### config.mk
export PLATFORM = sky130hd
export DESIGN_NAME = nes_pad_reader_flat
export DESIGN_NICKNAME = d
export VERILOG_FILES = /design/src/rtl/nes_pad_reader_pkg.sv /design/src/rtl/nes_pad_reader_if.sv /design/src/rtl/nes_pad_reader_sync_2ff.sv /design/src/rtl/nes_pad_reader.sv /design/src/flat_wrapper.sv
export SDC_FILE = /design/constraint.sdc
export NUM_CORES = 1
export LEC_CHECK = 0
export BUFFER_PORTS_ARGS = -buffer_cell sky130_fd_sc_hd__buf_2
export CAP_MARGIN = 10
export CORE_AREA = 2 2 58 60
export CTS_BUF_LIST = sky130_fd_sc_hd__clkbuf_8
export DETAILED_ROUTE_END_ITERATION = 10
export DIE_AREA = 0 0 60 62
export GPL_ROUTABILITY_DRIVEN = 0
export PLACE_DENSITY = 0.75
export REMOVE_ABC_BUFFERS = 1
export SLEW_MARGIN = 15
export SYNTH_ARGS = -nofsm -noshare
export SYNTH_HDL_FRONTEND = slang
export SYNTH_SLANG_ARGS = --single-unit
### constraint.sdc
create_clock -name clk -period 1.7 [get_ports clk]
set_input_delay 0.255 -clock clk [delete_from_list [all_inputs] [get_ports clk]]
set_output_delay 0.255 -clock clk [all_outputs]
set_load 0.02 [all_outputs]
### src/rtl/nes_pad_reader_pkg.sv
// Shared definitions for the NES controller reader: button bit positions,
// frame length and the reader FSM state encoding.
package nes_pkg;

    localparam int NES_BITS = 8;

    localparam int BTN_A   = 0;
    localparam int BTN_B   = 1;
    localparam int BTN_SEL = 2;
    localparam int BTN_STA = 3;
    localparam int BTN_U   = 4;
    localparam int BTN_D   = 5;
    localparam int BTN_L   = 6;
    localparam int BTN_R   = 7;

    typedef enum logic [2:0] {
        IDLE   = 3'd0,
        LATCH  = 3'd1,
        BIT0   = 3'd2,
        CLK_HI = 3'd3,
        CLK_LO = 3'd4,
        UPDATE = 3'd5
    } nes_rd_state_t;

    // True when a freshly captured frame differs from the published one.
    function automatic logic word_differs(input logic [NES_BITS-1:0] new_w,
                                          input logic [NES_BITS-1:0] old_w);
        return (new_w != old_w);
    endfunction

endpackage

### src/rtl/nes_pad_reader_if.sv
// Signal bundle between the pad reader, the controller pins and game logic.
// master = the reader itself, slave = everything around it.
interface nes_pad_reader_if;

    logic                          start;
    logic                          nes_data;
    logic                          nes_latch;
    logic                          nes_clk;
    logic [nes_pkg::NES_BITS-1:0]  buttons;
    logic                          valid;
    logic                          changed;
    logic                          busy;

    modport master (
        input  start,
        input  nes_data,
        output nes_latch,
        output nes_clk,
        output buttons,
        output valid,
        output changed,
        output busy
    );

    modport slave (
        output start,
        output nes_data,
        input  nes_latch,
        input  nes_clk,
        input  buttons,
        input  valid,
        input  changed,
        input  busy
    );

endinterface

### src/rtl/nes_pad_reader_sync_2ff.sv
// Two-flop synchronizer bringing the asynchronous controller data pin into
// the system clock domain.
module sync_2ff (
    input  logic clk,
    input  logic reset,
    input  logic d_i,
    output logic q_o
);

    logic meta_q;
    logic sync_q;

    // Two-stage shift of the raw pin value; cleared by reset.
    always_ff @(posedge clk or negedge reset) begin
        if (!reset) begin
            meta_q <= 1'b0;
            sync_q <= 1'b0;
        end else begin
            meta_q <= d_i;
            sync_q <= meta_q;
        end
    end

    assign q_o = sync_q;

endmodule

### src/rtl/nes_pad_reader.sv
// NES controller reader: latches the pad, clocks out eight bits, captures
// them and publishes a registered button word with valid/changed pulses.
// All outputs are flops fed from the current state, so each output lags the
// state register by one cycle.
module nes_pad_reader
    import nes_pkg::*;
#(
    parameter int HALF_PERIOD = 4,
    parameter int POLL_CYCLES = 0
) (
    input  logic             clk,
    input  logic             reset,
    nes_pad_reader_if.master bus
);

    localparam int PH_W   = $clog2(2 * HALF_PERIOD);
    localparam int POLL_W = (POLL_CYCLES > 1) ? $clog2(POLL_CYCLES) : 1;

    localparam logic [PH_W-1:0]   PH_LATCH_END = PH_W'(2 * HALF_PERIOD - 1);
    localparam logic [PH_W-1:0]   PH_HALF_END  = PH_W'(HALF_PERIOD - 1);
    localparam logic [POLL_W-1:0] POLL_END     = POLL_W'((POLL_CYCLES > 0) ? (POLL_CYCLES - 1) : 0);
    localparam logic              AUTO_POLL    = (POLL_CYCLES != 0);
    localparam logic [2:0]        LAST_BIT     = 3'(NES_BITS - 1);

    nes_rd_state_t         state_q,   state_d;
    logic [PH_W-1:0]       phase_q,   phase_d;
    logic [2:0]            bit_q,     bit_d;
    logic [POLL_W-1:0]     poll_q,    poll_d;
    logic [NES_BITS-1:0]   capture_q, capture_d;
    logic [NES_BITS-1:0]   buttons_q, buttons_d;
    logic                  latch_q,   latch_d;
    logic                  nclk_q,    nclk_d;
    logic                  valid_q,   valid_d;
    logic                  changed_q, changed_d;
    logic                  busy_q,    busy_d;
    logic                  data_sync_s;

    sync_2ff u_sync (
        .clk   (clk),
        .reset (reset),
        .d_i   (bus.nes_data),
        .q_o   (data_sync_s)
    );

    // Next-state, counter, capture and output-register inputs.
    always_comb begin
        state_d   = state_q;
        phase_d   = phase_q + 1'b1;
        bit_d     = bit_q;
        poll_d    = '0;
        capture_d = capture_q;
        buttons_d = buttons_q;
        latch_d   = 1'b0;
        nclk_d    = 1'b0;
        valid_d   = 1'b0;
        changed_d = 1'b0;
        busy_d    = (state_q != IDLE);

        case (state_q)
            IDLE: begin
                phase_d = '0;
                bit_d   = 3'd0;
                // start wins over a coincident poll expiry; both lead to the
                // same single frame.
                if (bus.start) begin
                    state_d = LATCH;
                end else if (AUTO_POLL && (poll_q == POLL_END)) begin
                    state_d = LATCH;
                end else if (AUTO_POLL) begin
                    poll_d = poll_q + 1'b1;
                end else begin
                    poll_d = '0;
                end
            end
            LATCH: begin
                latch_d = 1'b1;
                if (phase_q == PH_LATCH_END) begin
                    state_d = BIT0;
                    phase_d = '0;
                end else begin
                    state_d = LATCH;
                end
            end
            BIT0: begin
                if (phase_q == PH_HALF_END) begin
                    capture_d[0] = data_sync_s;
                    bit_d        = 3'd1;
                    state_d      = CLK_HI;
                    phase_d      = '0;
                end else begin
                    state_d = BIT0;
                end
            end
            CLK_HI: begin
                nclk_d = 1'b1;
                if (phase_q == PH_HALF_END) begin
                    state_d = CLK_LO;
                    phase_d = '0;
                end else begin
                    state_d = CLK_HI;
                end
            end
            CLK_LO: begin
                if (phase_q == PH_HALF_END) begin
                    capture_d[bit_q] = data_sync_s;
                    phase_d          = '0;
                    if (bit_q == LAST_BIT) begin
                        state_d = UPDATE;
                    end else begin
                        bit_d   = bit_q + 3'd1;
                        state_d = CLK_HI;
                    end
                end else begin
                    state_d = CLK_LO;
                end
            end
            UPDATE: begin
                buttons_d = capture_q;
                valid_d   = 1'b1;
                changed_d = word_differs(capture_q, buttons_q);
                state_d   = IDLE;
                phase_d   = '0;
            end
            default: begin
                state_d = IDLE;
                phase_d = '0;
                bit_d   = 3'd0;
            end
        endcase
    end

    // State, counters, capture register and registered outputs.
    always_ff @(posedge clk or negedge reset) begin
        if (!reset) begin
            state_q   <= IDLE;
            phase_q   <= '0;
            bit_q     <= 3'd0;
            poll_q    <= '0;
            capture_q <= '0;
            buttons_q <= '0;
            latch_q   <= 1'b0;
            nclk_q    <= 1'b0;
            valid_q   <= 1'b0;
            changed_q <= 1'b0;
            busy_q    <= 1'b0;
        end else begin
            state_q   <= state_d;
            phase_q   <= phase_d;
            bit_q     <= bit_d;
            poll_q    <= poll_d;
            capture_q <= capture_d;
            buttons_q <= buttons_d;
            latch_q   <= latch_d;
            nclk_q    <= nclk_d;
            valid_q   <= valid_d;
            changed_q <= changed_d;
            busy_q    <= busy_d;
        end
    end

    assign bus.nes_latch = latch_q;
    assign bus.nes_clk   = nclk_q;
    assign bus.buttons   = buttons_q;
    assign bus.valid     = valid_q;
    assign bus.changed   = changed_q;
    assign bus.busy      = busy_q;

endmodule

### src/flat_wrapper.sv
// flat-port wrapper written by rule: the top's interface ports become plain ports
module nes_pad_reader_flat import nes_pkg::*;
#(
    parameter int HALF_PERIOD = 4,
    parameter int POLL_CYCLES = 0
)
  (clk, reset, bus_start, bus_nes_data, bus_nes_latch, bus_nes_clk, bus_buttons, bus_valid, bus_changed, bus_busy);
  nes_pad_reader_if bus_i ();
  input  logic clk;
  input  logic reset;
  input wire logic [$bits(bus_i.start)-1:0] bus_start;
  input wire logic [$bits(bus_i.nes_data)-1:0] bus_nes_data;
  output wire logic [$bits(bus_i.nes_latch)-1:0] bus_nes_latch;
  output wire logic [$bits(bus_i.nes_clk)-1:0] bus_nes_clk;
  output wire logic [$bits(bus_i.buttons)-1:0] bus_buttons;
  output wire logic [$bits(bus_i.valid)-1:0] bus_valid;
  output wire logic [$bits(bus_i.changed)-1:0] bus_changed;
  output wire logic [$bits(bus_i.busy)-1:0] bus_busy;
  assign bus_i.start = bus_start;
  assign bus_i.nes_data = bus_nes_data;
  assign bus_nes_latch = bus_i.nes_latch;
  assign bus_nes_clk = bus_i.nes_clk;
  assign bus_buttons = bus_i.buttons;
  assign bus_valid = bus_i.valid;
  assign bus_changed = bus_i.changed;
  assign bus_busy = bus_i.busy;
  nes_pad_reader #(.HALF_PERIOD(HALF_PERIOD), .POLL_CYCLES(POLL_CYCLES)) u_core (.clk(clk), .reset(reset), .bus(bus_i));
endmodule
Yosys cells after proc, flatten, opt, wreduce, memory -nomap -nowiden
Cells that the tools add are included.

Word-level logic and storage cells: 64. Output and inout bits: 13. Flip-flop bits (word level): 32. Input bits: 4.

Bitwise operators: 1. Eq/ne operators: 13. $lt $le $gt $ge: 2. Reduce and logical (&&, ||, !) cells: 9. Add/subtract/negate cells: 2. Mux-type cells: 24.

Operators by type and width (count): $mux W3 (9); $pmux W3 S5 (1); $eq A3 B3 Y1 const B (4); $eq A3 B2 Y1 const B (3); $pmux W3 S3 (1); $bwmux W8 (1); $mux W1 (8); $ne A8 B8 Y1 (1); $add A3 B1 Y3 const B (2); $pmux W3 S2 (1); $reduce_or A3 Y1 (2); $lt A3 B4 Y1 const B (1); $ne A2 B1 Y1 const B (2); $ne A2 B2 Y1 const B (2); $reduce_and A4 Y1 (1); $demux W1 S3 (1); $eq A3 B1 Y1 const B (1); $ge A3 B1 Y1 const B (1); $logic_not A3 Y1 (1); $reduce_and A3 Y1 (1); $reduce_bool A3 Y1 (1); $mux W2 (1); $pmux W1 S2 (1); $reduce_and A2 Y1 (1); 3 further kinds (3).

Longest topological paths before layout
Gate-level depths: netlist (run 1).

Depth in word-level cells: 7. Mapped depth: 5. Mapped depth without buffers: 5.

Cells and area by module
A second synthesis (run 1) with hierarchy kept.

Cells, all modules: 138. Area, all modules: 1564.0 um^2.

By module, submodules not included: nes_pad_reader (instances 1, cells an instance 136, sequential area each 750.7 um^2, area each 1514.0 um^2); sync_2ff (instances 1, cells an instance 2, sequential area each 50.0 um^2, area each 50.0 um^2).

Least setup slack after synthesis (run 1)
OpenSTA, ideal clock, no wires.

Path type: register -> register. Start point: reg u_core.phase_q[0]. End point: reg u_core.capture_q[1]. Arrival: 1.652 ns. Required time: 1.575 ns. Stages on the path, launching flop included: 6. Setup slack: -0.077 ns. Library setup time: 0.125 ns. Clock period less this slack: 1.777 ns. Path buffers: 0. Cells stage by stage: dfrtp_1 -> ha_1 -> ha_1 -> nand4bb_4 -> or4_1 -> mux2_2.

Word-level cells in the longest chain between the ends: 2.

Ends and longest elaborated chain: start: declaration (RTL line nes_pad_reader.sv:26) `logic [PH_W-1:0] phase_q, phase_d;`; start signal: assignment (RTL line nes_pad_reader.sv:148) `phase_q <= phase_d;`; $eq A3 B2 Y1 (RTL line nes_pad_reader.sv:104) `if (phase_q == PH_HALF_END) begin`; $reduce_and A2 Y1 (no source line); end signal: assignment (RTL line nes_pad_reader.sv:151) `capture_q <= capture_d;`; end: declaration (RTL line nes_pad_reader.sv:29) `logic [NES_BITS-1:0] capture_q, capture_d;`.

No other way between the ends. A chain may end at the register's enable or synchronous reset.

Worst setup path in the final report (run 1)
Same ends and word-level chain as after synthesis.

==> summary.txt, run 1 <==
STA
  • Unrepaired setup endpoints after global routing: true
  • Final setup fails: 0
  • Post-layout min period: 1.70 ns
  • Fmax: ~590 MHz
  • Final Cycle Share: 99.9%
  • Worst slew margin: between 50% and 60%
  • Final Hold Viols: 0
  • Fin Clk Skew: 0.00203 ns
  • Max-slew violations: 0
  • Hold slack: 0.0225 ns
  • Least-Margin Pin Slew: 0.708 ns

Power
  • Combinational share of power: under 10%
  • P_sw: between 300 and 400 µW
  • Switching Share: around a fifth
  • P_int: between 1000 and 1500 µW
  • Flop pwr share: about half
  • Power, Total: 1600 µW
  • Clock share of power: 49.6%
  • Lkg Pwr: around 0.00097 µW
  • PwrDens: between 700 and 800 nW/µm²
  • Peak VDD IR: between 500 and 600 µV

Global routing
  • Initial antenna violation count: 0
  • Vias in the first global route: approximately 1,200
  • Total gr overflow: 0
  • Largest net degree at the start of global routing: 33
  • First-pass GRT wire length: between 5000 and 6000 µm
  • Total GRT Usage: around a fifth

Clock network
  • H-tree levels: 2
  • Setup bufs post-CTS: 0
  • Later-pin clock latency in the skew report: approximately 0.28 ns
  • CTS tree: yes
  • Cts bufs inserted: 5
  • Post-CTS Hold Fix Bufs: 0
  • Clock Sinks: 32
  • Clk slew on worst S/H paths: roughly 0.070 ns
  • Max Buffers Root-to-Sink: 2
  • CTS Root Cell: clkbuf_8

Cells and area
  • Ratio of cells with drive above 1 in the final layout: 44.6%
  • Commonest non-fill, non-tap cell in the layout: dfrtp_1
  • Layout area overhead: 26.8%
  • Most frequent cells in the layout: dfrtp_1, mux2_2, buf_2
  • Design area: ~2000 µm²
  • Nets: about 180
  • Ant diodes: 0

Floorplanning
  • Die width: 60 µm
  • Starting Density: around half
  • Die Area: approximately 3700 µm²
  • Row cnt: 21
  • Top Ports: 17
  • Core Box Area: around 3200 µm²
  • Die H: about 62 µm

Drt
  • DR DRC count: 0
  • Met3 routed WL: 126 µm
  • Avg WL per Cell: around 16 µm
  • DRT iter0 DRCs: 28
  • DRT Pass-1 Iters: 4
  • Vias per cell: 5.45
  • WL met2: 1750 µm
  • Highest Signal Layer: met4
  • Met1 Routed Length: 1420 µm
  • Vias: between 1,000 and 1,500
  • Final ANT Viol Nets: 0
  • Routed Wire Length: ~3400 µm

Run
  • Max-cap viol count: 0

Synthesis
  • EDFF count, synth: 0
  • Top FF cell, synth: dfrtp_1
  • Post-Syn Instances: between 100 and 150
  • Number of synthesis warnings: 0
  • Mean post-synth cell area: between 10 and 15 µm²
  • FF+latch count, synth: 32
  • Synth Cell Area: about 1600 µm²
  • Library cells used by synthesis: 35
  • Asr flop ratio synth: 100%
  • Seq/Total Area, Yosys: approximately half

Setup path
  • R2R Setup Slk: between 0.0015 and 0.002 ns
  • CP endpoint kind: register
  • CP arrival: ~1.9 ns
  • WP data required: 1.87 ns
  • Crit Path Class: register to register
  • Critical Path Source Type: register
  • Critical Path Fanout Max: 4

Status
  • Outcome: completed

Place
  • Final HPWL DP: 2270 µm
  • Area after DPL: 1860 µm²
  • # port buffers: 16

Hold path
  • Hold Path Class: input pin to asynchronous set/reset pin
state kept, by name, summed over array words and instances, names as in the netlist:
signal,flops
u_core.bus.changed,1
u_core.bus.nes_latch,1
u_core.u_sync.q_o,1
u_core.bus.nes_clk,1
u_core.bus.busy,1
u_core.bit_q,3
u_core.phase_q,3
u_core.bus.valid,1
u_core.state_q,3
u_core.bus.buttons,8
u_core.u_sync.meta_q,1
u_core.capture_q,8
critical path, cell delays in order (launching register included):
cell and delay, ns:
dfrtp_1 0.35, ha_2 0.21, ha_4 0.16, nand4bb_4 0.15
or4_4 0.44, mux2_2 0.28
final timing paths:
path / end / startpoint / depth (start not counted)
max: u_core.capture_q[1] / u_core.phase_q[0] / 5
min: u_core.bus.busy / reset / 1
max reg2reg: u_core.capture_q[1] / u_core.phase_q[0] / 5
min reg2reg: u_core.u_sync.q_o / u_core.u_sync.meta_q / 0
max in group asynchronous: u_core.state_q[0] / reset / 1
min in group clk: u_core.u_sync.meta_q / bus_nes_data / 1
area by class of cell:
cell class / instances / area [µm²]
Fill cell: 247 / 1120
Multi-Input combinational cell: 88 / 853
Sequential cell: 32 / 801
Timing Repair Buffer: 31 / 193
Clock buffer: 7 / 96.3
Tap cell: 46 / 57.6
Clock inverter: 1 / 30.0
Inverter: 7 / 26.3
cells in the mapped netlist, drive strengths merged (2+ instances only):
cell / n / share of area, %
mux2: 18 / 12
a21boi: 2 / 0.92
nand2: 4 / 1.1
and3: 2 / 0.77
clkbuf: 3 / 0.69
ha: 7 / 5.4
nor3: 4 / 1.2
nand4b: 2 / 1.1
inv: 7 / 1.6
and3b: 2 / 1.1
o211ai: 2 / 0.92
a21oi: 4 / 1.2
and2b: 2 / 0.92
mux2i: 3 / 1.9
o21ai: 5 / 1.5
dfrtp: 32 / 49
nor3b: 5 / 2.3
nor4: 2 / 0.77
xor2: 8 / 4.3
nor4b: 2 / 1.1
nand2b: 2 / 0.77
what timing repair did:
action | 4_1_cts | 5_1_grt
endpoints found under the setup margin | 8 | 8
gates cloned | 0 | 0
pin swaps | 3 | 0
gates resized for setup | 11 | 5
cell families after synthesis:
logic type	after synthesis	synth area share, %
and+or+nand+nor	32	14.8
xor gates and xnor gates	8	4.32
adders and majority gates	7	5.40
buffers and inverters	11	2.62
DFF	32	49.3
AOI/OAI and AO/OA	20	9.18
muxes	21	14.3
through the flow:
stage                     instances  util (%)  setup WS [ns]  setup TNS [ns]
after floorplan                 127         -         -0.101          -0.327
after global placement          204      58.4        -0.0152         -0.0538
after detailed placement        204      58.4         -0.109          -0.429
after CTS                       212      63.9       0.000300               0
after global routing            212      64.7        -0.0670          -0.253
final                           212      64.7        0.00153               0
power by group through the flow:
| stage | logic [µW] | clock network [µW] | registers [µW] |
|---|---|---|---|
| 3_5_place_dp | 29.0 | 0 | 790 |
| 4_1_cts | 29.1 | 811 | 776 |
| 3_3_place_gp | 27.7 | 0 | 790 |
| 5_1_grt | 32.3 | 843 | 777 |
| 2_1_floorplan | 9.44 | 0 | 788 |
| 6_report | 27.8 | 792 | 776 |
per-layer routing:
| metal | up-vias | GRT usage (%) |
|---|---|---|
| li1 | 540 | - |
| met1 | 580 | 23.2 |
| met2 | 28 | 35.7 |
| met3 | 8 | 6.83 |
| met4 | 0 | 10.2 |
| met5 | - | 0 |
Power figures use the tool's default switching activity.
==> run 2: changes to the inputs <==
ABC_AREA = 1   (was not set)
CELL_PAD_IN_SITES_DETAIL_PLACEMENT = 0   (was not set)
CELL_PAD_IN_SITES_GLOBAL_PLACEMENT = 2   (was not set)
CORE_AREA = 2 2 75 77   (was 2 2 58 60)
DIE_AREA = 0 0 77 79   (was 0 0 60 62)
PLACE_DENSITY = not set   (was 0.75)
PLACE_DENSITY_LB_ADDON = 0.1   (was not set)
==> run 2 against run 1 <==
  * Register-to-register slack better by 0.15 ns
  * Utilization is 29 points lower
  * Combinational power grew to 22 times the previous value
  * Clock-buffer cell count is 1 lower
  * Largest cell class is now registers
  * Highest routed layer unchanged
==> summary.txt, run 2 <==
Setup path
  • Worst path top cell family by delay: adder cells
  • CP arrival: 1.71 ns (-0.15 ns)
  • Critical Path Fanout Max: 5 (+1)
  • Critical path's slowest cell: dfrtp_1
  • WP data required: 1.86 ns (about the same)
  • R2R Setup Slk: 0.15 ns (+0.15 ns)
  • Worst r2r src: u_core.phase_q[0]
  • R2R depth: 8 (+3)
  • Critical path's most frequent cell: nand2_1
  • Critical path's largest stage delay: 0.39 ns (-0.05 ns)
  • Critical R2R Capture: u_core.bit_q[2]
  • Critical Path Source Type: register
  • CP Depth: 8 (+3)
  • Crit path cell chain: ha_1, ha_1, inv_2, nand3_1, nand2_1, nor2_1, nand2_1, nand2_1
  • CP endpoint kind: register
  • Crit Path Class: register to register
  • Buf/Inv on CP: 1 (+1)

Synthesis
  • Synth Cell Area: 1630 µm² (+0.15%)
  • Library cells used by synthesis: 18 (-49%)
  • Dominant cell type by area after synthesis: dfrtp_1
  • Post-Syn Instances: 208 (+59%)
  • FF+latch count, synth: 32 (unchanged)
  • Seq/Total Area, Yosys: 49.3% (-0.076 points)
  • Top FF cell, synth: dfrtp_1
  • EDFF count, synth: 0 (unchanged)
  • Most area-consuming cells after synthesis: dfrtp_1, nand2_1, inv_1, o21ai_0, ha_1
  • Top cells by count, synth: nand2_1, dfrtp_1, inv_1, o21ai_0, nor2_1
  • Area share of the largest cell type after synthesis: 49.3% (-0.076 points)
  • Most frequent cell after synthesis: nand2_1
  • Asr flop ratio synth: 100% (unchanged)
  • Mean post-synth cell area: 7.81 µm² (-37%)
  • Number of synthesis warnings: 0 (unchanged)

Drt
  • DRT Pass-1 Iters: 4 (unchanged)
  • Final ANT Viol Nets: 0 (unchanged)
  • DRT iter0 DRCs: 61 (+120%)
  • DR DRC count: 0 (unchanged)
  • Avg WL per Cell: 11.4 µm (-28%)
  • Routed Wire Length: 3490 µm (+3.6%)
  • Vias per cell: 4.36 (-20%)
  • Vias: 1,339 (+16%)

STA
  • Setup_tns: 0 ns (unchanged)
  • Hold slack: 0.0774 ns (+0.0548 ns)
  • Final Hold Viols: 0 (unchanged)
  • Fin Clk Skew: 0.00611 ns (+0.00407 ns)
  • Fmax: 644 MHz (+9.4%)
  • Final worst setup slack: 0.148 ns (+0.147 ns)
  • Max-slew violations: 0 (unchanged)
  • Least-Margin Pin Slew: 0.419 ns (-0.290 ns)
  • Post-layout min period: 1.55 ns (-0.147 ns)
  • Unrepaired setup endpoints after global routing: false
  • Final Cycle Share: 91.3% (-8.6 points)
  • Worst slew margin: 72.1% (+19 points)
  • Final setup fails: 0 (unchanged)

Clock network
  • Later-pin clock latency in the skew report: 0.28 ns (about the same)
  • Max Buffers Root-to-Sink: 2 (unchanged)
  • CTS tree: yes
  • CTS Root Cell: clkbuf_8
  • Setup bufs post-CTS: 0 (unchanged)
  • Clock Sinks: 32 (unchanged)
  • Cts bufs inserted: 5 (unchanged)
  • H-tree levels: 2 (unchanged)
  • Clk slew on worst S/H paths: 0.07 ns (about the same)

Power
  • Lkg Pwr: 0.00102 µW (+5.0%)
  • Peak VDD IR: 524 µV (+4.1%)
  • PwrDens: 1140 nW/µm² (+47%)

Hold path
  • Hold Path Class: input pin to register
  • Hold Path End: u_core.u_sync.meta_q
  • Hold Crit Start: bus_nes_data
  • Hold Path Stages: 1

Cells and area
  • # fillers: 603 (+140%)
  • Ratio of cells with drive above 1 in the final layout: 15.7% (-29 points)
  • Commonest non-fill, non-tap cell in the layout: nand2_1
  • Nets: 245 (+39%)
  • Most frequent cells in the layout: nand2_1, dfrtp_1, inv_1
  • Layout area overhead: 17.7%
  • Filler-free cell count of the finished design: 307 (+45%)
  • Area taken by multi-input logic gates: 693 µm² (-19%)
  • Design area: 1910 µm² (-7.0%)
  • FF/Latch Area: 801 µm² (unchanged)
  • Ant diodes: 0 (unchanged)

Global routing
  • Met1 Resource Use GR: 15.3% (-7.9 points)
  • Largest net degree at the start of global routing: 33 (unchanged)
  • Met2 Track Usage GR: 22.5% (-13 points)
  • Vias in the first global route: 1,280 (+4.9%)
  • Grt met3 use: 3.41% (-3.4 points)
  • Initial antenna violation count: 0 (unchanged)
  • First-pass GRT wire length: 6070 µm (+10%)
  • Total GRT Usage: 12.9% (-7.8 points)
  • Busiest grt layer: met2
  • Total gr overflow: 0 (unchanged)

Place
  • Dpl cells: 298 (+46%)
  • Setup WS pre-CTS: 0.0884 ns (+0.197 ns)
  • Area after DPL: 1810 µm² (-2.5%)
  • # port buffers: 16 (unchanged)
  • Final HPWL DP: 2630 µm (+16%)

Floorplanning
  • Row cnt: 27 (+29%)
  • Die H: 79 µm (+27%)
  • Starting Density: 30.5% (-21 points)
  • Top Ports: 17 (unchanged)
  • Die Area: 6080 µm² (+64%)
  • Die width: 77 µm (+28%)
  • Core Box Area: 5340 µm² (+68%)

Run
  • Max-cap viol count: 0 (unchanged)

Status
  • Outcome: completed
run 2: cell count changes in the layout (fill, tap and decap cells not counted), sizes merged, moves of 3 or more:
cell	previous run	this run
a21oi	4	1
buf	31	19
inv	7	33
mux2	18	0
mux2i	3	0
nand2	4	70
nand3	0	15
nor2	0	22
nor3	4	0
nor3b	5	0
o21ai	5	21
xor2	8	2
run 2: repair_timing:
| action | 4_1_cts | 5_1_grt |
|---|---|---|
| hold buffers | 1 | 0 |
| setup endpoints to repair | 0 | 4 |
| hold endpoints to repair | 10 | 0 |
| resized for setup | 0 | 1 |
run 2: report_power, final:
group          switching [µW]  internal (µW)  total, µW
Combinational             414            209        623
Sequential               76.7            866        943
Clock                     286            323        609
run 2: metrics by stage:
step,total power [µW],utilization (%)
after global placement,1570,33.9
after CTS,2220,35.8
after detailed placement,1580,33.9
after global routing,2350,35.8
after floorplan,1390,-
final,2180,35.8
run 2: kinds of logic (layout without fill, tap and decap cells):
| family | after synthesis | count (layout) | share of synthesized area, % |
|---|---|---|---|
| fa+ha+maj | 7 | 7 | 5.39 |
| flops | 32 | 32 | 49.3 |
| simple gates | 110 | 110 | 28.5 |
| compound gates | 23 | 23 | 7.70 |
| buf+inv | 34 | 61 | 8.08 |
| xor+xnor | 2 | 2 | 1.08 |
run 2: layout make-up:
| cell class | instances | share of cell area, % |
|---|---|---|
| multi-input cells | 142 | 36.2 |
| clock buffers | 6 | 4.32 |
| inverters | 33 | 6.47 |
| clock inverters | 2 | 0.523 |
| repair buffers | 20 | 5.89 |
| flip-flops and latches | 32 | 41.9 |
| well taps | 72 | 4.71 |
run 2: worst max path at each step:
stage,startpoint,to,slack (ns)
2_1_floorplan,u_core.phase_q[0],u_core.bit_q[0],0.23
3_3_place_gp,u_core.phase_q[0],u_core.bit_q[1],0.16
3_5_place_dp,u_core.phase_q[0],u_core.bit_q[2],0.09
4_1_cts,u_core.phase_q[0],u_core.bit_q[2],0.07
5_1_grt,u_core.phase_q[0],u_core.bit_q[0],0.02
6_report,u_core.phase_q[0],u_core.bit_q[2],0.15
run 2: layer usage:
| metal | routed length (µm) | up-vias |
|---|---|---|
| met5 | 0 | - |
| met4 | 44 | 0 |
| met3 | 121 | 7 |
| met2 | 1770 | 21 |
| met1 | 1560 | 617 |
| li1 | - | 694 |
